==> src/rtl/memory_bus_arbiter_if.sv <==
// ----------------------------------------------------------------------------
// memory_bus_arbiter_if
//   Bundles the core-side request/response signals and the memory-side strobe
//   signals of the instruction/data memory arbiter.
//   Modports:
//     slave  - arbiter view: core requests and memory replies in; core
//              responses and memory strobes out.
//     master - environment view (core + memory): the opposite directions.
//   Signals:
//     instruction_request/address      fetch request and PC
//     instruction_response/data        fetch completion pulse and fetched word
//     data_memory_read/write           load/store request levels
//     data_address, write_data         load/store address and store data
//     data_memory_response, read_data  load/store completion pulse and result
//     mem_read/mem_write               memory strobes, held until mem_response
//     mem_address, mem_write_data      memory address and store data
//     mem_read_data, mem_response      memory read data and completion pulse
// ----------------------------------------------------------------------------
interface memory_bus_arbiter_if #(
    parameter int unsigned ADDR_WIDTH = 32,
    parameter int unsigned DATA_WIDTH = 32
);
    logic                  instruction_request;
    logic [ADDR_WIDTH-1:0] instruction_address;
    logic                  instruction_response;
    logic [DATA_WIDTH-1:0] instruction_data;
    logic                  data_memory_read;
    logic                  data_memory_write;
    logic [ADDR_WIDTH-1:0] data_address;
    logic [DATA_WIDTH-1:0] write_data;
    logic                  data_memory_response;
    logic [DATA_WIDTH-1:0] read_data;
    logic                  mem_read;
    logic                  mem_write;
    logic [ADDR_WIDTH-1:0] mem_address;
    logic [DATA_WIDTH-1:0] mem_write_data;
    logic [DATA_WIDTH-1:0] mem_read_data;
    logic                  mem_response;

    modport slave (
        input  instruction_request, instruction_address,
        input  data_memory_read, data_memory_write, data_address, write_data,
        input  mem_read_data, mem_response,
        output instruction_response, instruction_data,
        output data_memory_response, read_data,
        output mem_read, mem_write, mem_address, mem_write_data
    );

    modport master (
        output instruction_request, instruction_address,
        output data_memory_read, data_memory_write, data_address, write_data,
        output mem_read_data, mem_response,
        input  instruction_response, instruction_data,
        input  data_memory_response, read_data,
        input  mem_read, mem_write, mem_address, mem_write_data
    );
endinterface

==> src/rtl/memory_bus_arbiter.sv <==
// ----------------------------------------------------------------------------
// memory_bus_arbiter
//   Shares one single-port memory between the instruction and data buses of
//   the core, with at most one transaction outstanding. Data requests win,
//   but after MAX_DATA_GRANTS consecutive data grants with a fetch waiting the
//   fetch is served (MAX_DATA_GRANTS = 0 gives strict data priority). A fetch
//   whose PC has moved by the time memory answers is dropped silently.
//   Ports:
//     clk     - clock, rising edge
//     reset   - asynchronous active-low reset
//     io_bus  - core and memory signals (memory_bus_arbiter_if.slave)
// ----------------------------------------------------------------------------
module memory_bus_arbiter #(
    parameter int unsigned ADDR_WIDTH      = 32,
    parameter int unsigned DATA_WIDTH      = 32,
    parameter int unsigned MAX_DATA_GRANTS = 4
) (
    input logic                  clk,
    input logic                  reset,
    memory_bus_arbiter_if.slave  io_bus
);

    localparam int unsigned CntW = (MAX_DATA_GRANTS > 0) ? $clog2(MAX_DATA_GRANTS + 1) : 1;
    localparam logic [CntW-1:0] MaxCnt = CntW'(MAX_DATA_GRANTS);

    typedef enum logic [2:0] {
        StIdle,
        StIbus,
        StDbus,
        StIdone,
        StDdone
    } state_e;

    state_e                r_state;
    logic [CntW-1:0]       r_grant_cnt;
    logic                  r_op_write;
    logic                  r_instruction_response;
    logic [DATA_WIDTH-1:0] r_instruction_data;
    logic                  r_data_memory_response;
    logic [DATA_WIDTH-1:0] r_read_data;
    logic                  r_mem_read;
    logic                  r_mem_write;
    logic [ADDR_WIDTH-1:0] r_mem_address;
    logic [DATA_WIDTH-1:0] r_mem_write_data;

    logic w_fetch_pend;
    logic w_data_pend;
    logic w_data_wins;

    assign w_fetch_pend = io_bus.instruction_request;
    assign w_data_pend  = io_bus.data_memory_read | io_bus.data_memory_write;
    // A waiting fetch only overrides data once the grant budget is spent.
    assign w_data_wins  = w_data_pend &&
                          ((MAX_DATA_GRANTS == 0) || (r_grant_cnt < MaxCnt) || !w_fetch_pend);

    always_ff @(posedge clk or negedge reset) begin
        if (!reset) begin
            r_state                <= StIdle;
            r_grant_cnt            <= '0;
            r_op_write             <= 1'b0;
            r_instruction_response <= 1'b0;
            r_instruction_data     <= '0;
            r_data_memory_response <= 1'b0;
            r_read_data            <= '0;
            r_mem_read             <= 1'b0;
            r_mem_write            <= 1'b0;
            r_mem_address          <= '0;
            r_mem_write_data       <= '0;
        end else begin
            r_instruction_response <= 1'b0;
            r_data_memory_response <= 1'b0;
            unique case (r_state)
                StIdle: begin
                    if (w_data_wins) begin
                        r_state          <= StDbus;
                        // Write takes precedence when both strobes are high.
                        r_op_write       <= io_bus.data_memory_write;
                        r_mem_write      <= io_bus.data_memory_write;
                        r_mem_read       <= !io_bus.data_memory_write;
                        r_mem_address    <= io_bus.data_address;
                        r_mem_write_data <= io_bus.write_data;
                        if (w_fetch_pend && (r_grant_cnt != MaxCnt)) begin
                            r_grant_cnt <= r_grant_cnt + 1'b1;
                        end
                    end else if (w_fetch_pend) begin
                        r_state       <= StIbus;
                        r_mem_read    <= 1'b1;
                        r_mem_address <= io_bus.instruction_address;
                        r_grant_cnt   <= '0;
                    end
                end
                StIbus: begin
                    if (io_bus.mem_response) begin
                        r_state            <= StIdone;
                        r_mem_read         <= 1'b0;
                        r_instruction_data <= io_bus.mem_read_data;
                        // r_mem_address still holds the fetched PC; a moved PC marks it stale.
                        r_instruction_response <= (io_bus.instruction_address == r_mem_address);
                    end
                end
                StDbus: begin
                    if (io_bus.mem_response) begin
                        r_state                <= StDdone;
                        r_mem_read             <= 1'b0;
                        r_mem_write            <= 1'b0;
                        r_data_memory_response <= 1'b1;
                        if (!r_op_write) begin
                            r_read_data <= io_bus.mem_read_data;
                        end
                    end
                end
                StIdone, StDdone: begin
                    r_state <= StIdle;
                end
                default: begin
                    r_state <= StIdle;
                end
            endcase
        end
    end

    assign io_bus.instruction_response = r_instruction_response;
    assign io_bus.instruction_data     = r_instruction_data;
    assign io_bus.data_memory_response = r_data_memory_response;
    assign io_bus.read_data            = r_read_data;
    assign io_bus.mem_read             = r_mem_read;
    assign io_bus.mem_write            = r_mem_write;
    assign io_bus.mem_address          = r_mem_address;
    assign io_bus.mem_write_data       = r_mem_write_data;

endmodule

==> src/flat_wrapper.sv <==
// flat-port wrapper written by rule: the top's interface ports become plain ports
module memory_bus_arbiter_flat 
#(
    parameter int unsigned ADDR_WIDTH      = 32,
    parameter int unsigned DATA_WIDTH      = 32,
    parameter int unsigned MAX_DATA_GRANTS = 4
)
  (clk, reset, io_bus_instruction_request, io_bus_instruction_address, io_bus_data_memory_read, io_bus_data_memory_write, io_bus_data_address, io_bus_write_data, io_bus_mem_read_data, io_bus_mem_response, io_bus_instruction_response, io_bus_instruction_data, io_bus_data_memory_response, io_bus_read_data, io_bus_mem_read, io_bus_mem_write, io_bus_mem_address, io_bus_mem_write_data);
  memory_bus_arbiter_if #(.ADDR_WIDTH(ADDR_WIDTH), .DATA_WIDTH(DATA_WIDTH)) io_bus_i ();
  input logic clk;
  input logic reset;
  input wire logic [$bits(io_bus_i.instruction_request)-1:0] io_bus_instruction_request;
  input wire logic [$bits(io_bus_i.instruction_address)-1:0] io_bus_instruction_address;
  input wire logic [$bits(io_bus_i.data_memory_read)-1:0] io_bus_data_memory_read;
  input wire logic [$bits(io_bus_i.data_memory_write)-1:0] io_bus_data_memory_write;
  input wire logic [$bits(io_bus_i.data_address)-1:0] io_bus_data_address;
  input wire logic [$bits(io_bus_i.write_data)-1:0] io_bus_write_data;
  input wire logic [$bits(io_bus_i.mem_read_data)-1:0] io_bus_mem_read_data;
  input wire logic [$bits(io_bus_i.mem_response)-1:0] io_bus_mem_response;
  output wire logic [$bits(io_bus_i.instruction_response)-1:0] io_bus_instruction_response;
  output wire logic [$bits(io_bus_i.instruction_data)-1:0] io_bus_instruction_data;
  output wire logic [$bits(io_bus_i.data_memory_response)-1:0] io_bus_data_memory_response;
  output wire logic [$bits(io_bus_i.read_data)-1:0] io_bus_read_data;
  output wire logic [$bits(io_bus_i.mem_read)-1:0] io_bus_mem_read;
  output wire logic [$bits(io_bus_i.mem_write)-1:0] io_bus_mem_write;
  output wire logic [$bits(io_bus_i.mem_address)-1:0] io_bus_mem_address;
  output wire logic [$bits(io_bus_i.mem_write_data)-1:0] io_bus_mem_write_data;
  assign io_bus_i.instruction_request = io_bus_instruction_request;
  assign io_bus_i.instruction_address = io_bus_instruction_address;
  assign io_bus_i.data_memory_read = io_bus_data_memory_read;
  assign io_bus_i.data_memory_write = io_bus_data_memory_write;
  assign io_bus_i.data_address = io_bus_data_address;
  assign io_bus_i.write_data = io_bus_write_data;
  assign io_bus_i.mem_read_data = io_bus_mem_read_data;
  assign io_bus_i.mem_response = io_bus_mem_response;
  assign io_bus_instruction_response = io_bus_i.instruction_response;
  assign io_bus_instruction_data = io_bus_i.instruction_data;
  assign io_bus_data_memory_response = io_bus_i.data_memory_response;
  assign io_bus_read_data = io_bus_i.read_data;
  assign io_bus_mem_read = io_bus_i.mem_read;
  assign io_bus_mem_write = io_bus_i.mem_write;
  assign io_bus_mem_address = io_bus_i.mem_address;
  assign io_bus_mem_write_data = io_bus_i.mem_write_data;
  memory_bus_arbiter #(.ADDR_WIDTH(ADDR_WIDTH), .DATA_WIDTH(DATA_WIDTH), .MAX_DATA_GRANTS(MAX_DATA_GRANTS)) u_core (.clk(clk), .reset(reset), .io_bus(io_bus_i));
endmodule
==> config.mk <==
export PLATFORM = sky130hd
export DESIGN_NAME = memory_bus_arbiter_flat
export DESIGN_NICKNAME = d
export VERILOG_FILES = /design/src/rtl/memory_bus_arbiter_if.sv /design/src/rtl/memory_bus_arbiter.sv /design/src/flat_wrapper.sv
export SDC_FILE = /design/constraint.sdc
export NUM_CORES = 1
export LEC_CHECK = 0
export CAP_MARGIN = 10
export CORE_MARGIN = 2
export CORE_UTILIZATION = 38
export CTS_CLUSTER_DIAMETER = 40
export CTS_CLUSTER_SIZE = 30
export DETAILED_ROUTE_END_ITERATION = 7
export PLACE_DENSITY = 0.83
export SLEW_MARGIN = 20
export SYNTH_ARGS = -nofsm -noshare
export SYNTH_HDL_FRONTEND = slang
export SYNTH_SLANG_ARGS = --single-unit
==> constraint.sdc <==
create_clock -name clk -period 1.7 [get_ports clk]
set_clock_uncertainty 0.05 [all_clocks]
set_input_delay 0.17 -clock clk [delete_from_list [all_inputs] [get_ports clk]]
set_output_delay 0.17 -clock clk [all_outputs]
set_load 0.01 [all_outputs]
==> impl_metrics.json <==
{
  "insertion_delay_to_the_later_sink_of_the_worst_skew_pair_ps": 410,
  "top_ff_cell_synth": "sky130_fd_sc_hd__dfrtp_1",
  "max_cap_viol_count": 0,
  "hold_path_class": "primary input to asynchronous set/reset pin",
  "critPathArrivalTime_ps": 2030,
  "die_area_mm2": 0.0164,
  "layout-drive-gt1-share_pct": 20.2,
  "ys_async_sr_fraction_pct": 100,
  "wl_per_cell_um": 17.3,
  "initialDrtViolationCount": 133,
  "timing.reg2reg.setup_slack_ps": -80,
  "synth.top_cells.by_area": "sky130_fd_sc_hd__dfrtp_1, sky130_fd_sc_hd__mux2_2, sky130_fd_sc_hd__mux2i_1",
  "post_drt_via_cell_ratio": 4.90,
  "period_needed_ps": 1780,
  "postSynthCellCount": 436,
  "timing.critical_path.to_type": "flip-flop",
  "fraction_of_the_core_area_covered_by_cells_at_the_end_of_the_flow_pct": 64.2,
  "die_width_um": 128,
  "synth_edf_count": 0,
  "floorplan.io_pins": 266,
  "syn-num-nets": 572,
  "yosys_register_bits": 139,
  "cts.root.buffer_cell": "sky130_fd_sc_hd__clkbuf_16",
  "clock_sink_count": 139,
  "achievable-frequency_mhz": 560,
  "timing.rr.end": "u_core.io_bus.read_data[17]",
  "internal-power_mw": 12.1,
  "synth_commonest_cells": "sky130_fd_sc_hd__dfrtp_1, sky130_fd_sc_hd__mux2_2, sky130_fd_sc_hd__nand2_1, sky130_fd_sc_hd__o21ai_0, sky130_fd_sc_hd__mux2i_1",
  "cts_htree_levels": 4,
  "nNetsFinal": 868,
  "core.rowCount": 45,
  "setup_slack_ps": -84.9,
  "layout_worst_path_cycle_share_pct": 105,
  "power.share.sequential_pct": 33.8,
  "drt_pass1_iterations": 4,
  "first_global_vias": 4923,
  "power.clock.fraction_pct": 20.4,
  "grt_pass1_wl_um": 25300,
  "cp_data_required_time_ps": 1940,
  "die_h_um": 128,
  "syn_area_mm2": 0.00584,
  "netlist.top_cell.by_area": "sky130_fd_sc_hd__dfrtp_1",
  "replace_congestion": 0.833,
  "vdd.ir_drop.worst_mv": 0.955,
  "clk_pin_slew_ps": 60,
  "r2r_depth": 5,
  "finalHoldViolations": 0,
  "total_power_mw": 17.8,
  "placedCellCount": 899,
  "synthDominantCellAreaShare_pct": 59.6,
  "yosys_warnings": 0,
  "drc": 0,
  "critPathKind": "flip-flop to flip-flop",
  "violations_in_the_final_reports": "negative setup slack",
  "synth_most_common_cell": "sky130_fd_sc_hd__dfrtp_1",
  "rsz_0062_raised_after_global_routing": "true",
  "drtAntennaViolNets": 0,
  "largest_net_degree_at_the_start_of_global_routing": 55,
  "grt_antenna_before_repair": 0,
  "place.detailed.hpwl_um": 12500,
  "initial_core_util_pct": 38.7,
  "clock_path_buffers": 2,
  "timing.rr.start": "u_core.r_state[2]",
  "area_growth_pct": 65.9,
  "power_per_standard_cell_area_mw_per_mm2": 1830,
  "portBuffers": 265,
  "timing.slew.headroom_pct": 74.5,
  "syn_avg_cell_area_um2": 13.4,
  "report.final.slew_viol_count": 0,
  "post_layout_nonfiller_instances": 932,
  "cts_tree": "done",
  "switching_share_pct": 31.7,
  "p_leak_nw": 4.26,
  "start_kind": "flip-flop",
  "power.net_switching_mw": 5.62,
  "synth_seq_area_share_pct": 59.6,
  "grt_use_total_pct": 20.0,
  "core_mm2": 0.0151,
  "outcome": "finished with violations",
  "final-setup-viol-count": 31,
  "antenna_cells_inserted": 0,
  "timing.hold.ws_ps": 150,
  "synth_cell_type_count": 28,
  "critPathMaxFanout": 26,
  "dr_total_vias": 4571,
  "worst_slew_pin_slew_ps": 373,
  "gr-total-overflow": 0,
  "cts-buffers-inserted": 17,
  "postRouteWirelength_um": 16200,
  "comb_power_share_pct": 45.8
}
==> sequential cells by signal, indices dropped and copies added (netlist names) <==
signal,flops
u_core.io_bus.data_memory_response,1
u_core.io_bus.instruction_data,32
u_core.io_bus.instruction_response,1
u_core.io_bus.mem_address,32
u_core.io_bus.mem_read,1
u_core.io_bus.mem_write,1
u_core.io_bus.mem_write_data,32
u_core.io_bus.read_data,32
u_core.r_grant_cnt,3
u_core.r_op_write,1
u_core.r_state,3
==> timing repair <==
action / in CTS / in global routing
hold buffers: 1 / 0
endpoints found under the hold margin: 139 / 0
buffers inserted: 0 / 1
resized for setup: 3 / 5
pin swaps: 1 / 0
setup endpoints to repair: 33 / 38
cloned: 0 / 0
==> cells by family after synthesis <==
family / Yosys count / share of synthesized area, %
muxes: 128 / 24.0
DFF: 139 / 59.6
adders and majority gates: 2 / 0.429
xor gates and xnor gates: 33 / 4.95
AOI/OAI and AO/OA: 42 / 3.73
buffers and inverters: 26 / 2.10
and+or+nand+nor: 66 / 5.17
==> power groups by stage <==
stage	registers (mW)	logic (mW)	clock network (mW)
final	6.00	8.12	3.63
after global routing	6.21	8.71	3.86
after CTS	6.01	8.19	3.73
after detailed placement	6.04	8.15	0
after global placement	5.93	7.94	0
after floorplan	6.66	2.73	0
==> cells in the final DEF, fill, tap and decap left out, drive strengths merged, types with 2 or more instances in the layout <==
cell type	n
nor2	2
nor4	4
nor3	3
xnor2	18
clkbuf	21
nand4	4
mux2	96
clkinvlp	3
mux2i	32
clkinv	3
inv	7
o21ai	38
nand2	44
nand3	4
ha	2
dlymetal6s2s	2
dfrtp	139
buf	33
clkdlybuf4s50	261
bufinv	2
a21oi	2
xor2	15
==> how the worst max path moves through the flow <==
| stage | from | endpoint | cells past startpoint |
|---|---|---|---|
| floorplan | u_core.r_state[2] | u_core.io_bus.read_data[0] | 5 |
| global placement | io_bus_mem_response | u_core.io_bus.read_data[21] | 6 |
| detailed placement | io_bus_mem_response | u_core.io_bus.read_data[17] | 6 |
| CTS | u_core.r_state[2] | u_core.io_bus.read_data[17] | 5 |
| global route | u_core.r_state[2] | u_core.io_bus.read_data[28] | 5 |
| finish | u_core.r_state[2] | u_core.io_bus.read_data[17] | 5 |
==> metrics by stage <==
| step | worst slack [ps] | setup TNS [ps] | instance area, um^2 |
|---|---|---|---|
| 3_5_place_dp | -341 | -18600 | 9040 |
| 6_report | -84.9 | -1740 | 9680 |
| 3_3_place_gp | -308 | -15460 | 9040 |
| 5_1_grt | -143 | -3740 | 9680 |
| 2_1_floorplan | -30.4 | -734 | 5870 |
| 4_1_cts | -89.2 | -1960 | 9650 |
==> layout make-up <==
class | count | area [um^2]
sequential | 139 | 3480
multi-input combinational | 271 | 2320
clock inverter | 10 | 115
fill | 1107 | 5410
inverter | 5 | 18.8
clock buffer | 21 | 470
tap | 188 | 235
timing repair buffer | 298 | 3050
==> per-layer routing <==
metal	wire length (um)	track usage [%]	up-vias
met5	0	0	-
met4	234	7.05	0
met3	1360	6.43	16
met2	8360	36.2	198
met1	6210	22.0	2246
li1	-	-	2111
==> worst max-delay path: stages, from the launching register on <==
cell,delay [ps]
sky130_fd_sc_hd__dfrtp_1,400
sky130_fd_sc_hd__nand2b_4,150
sky130_fd_sc_hd__or3b_4,390
sky130_fd_sc_hd__nor2_4,120
sky130_fd_sc_hd__buf_12,210
sky130_fd_sc_hd__mux2_2,360
No activity file was read; power rests on OpenSTA's default activity.
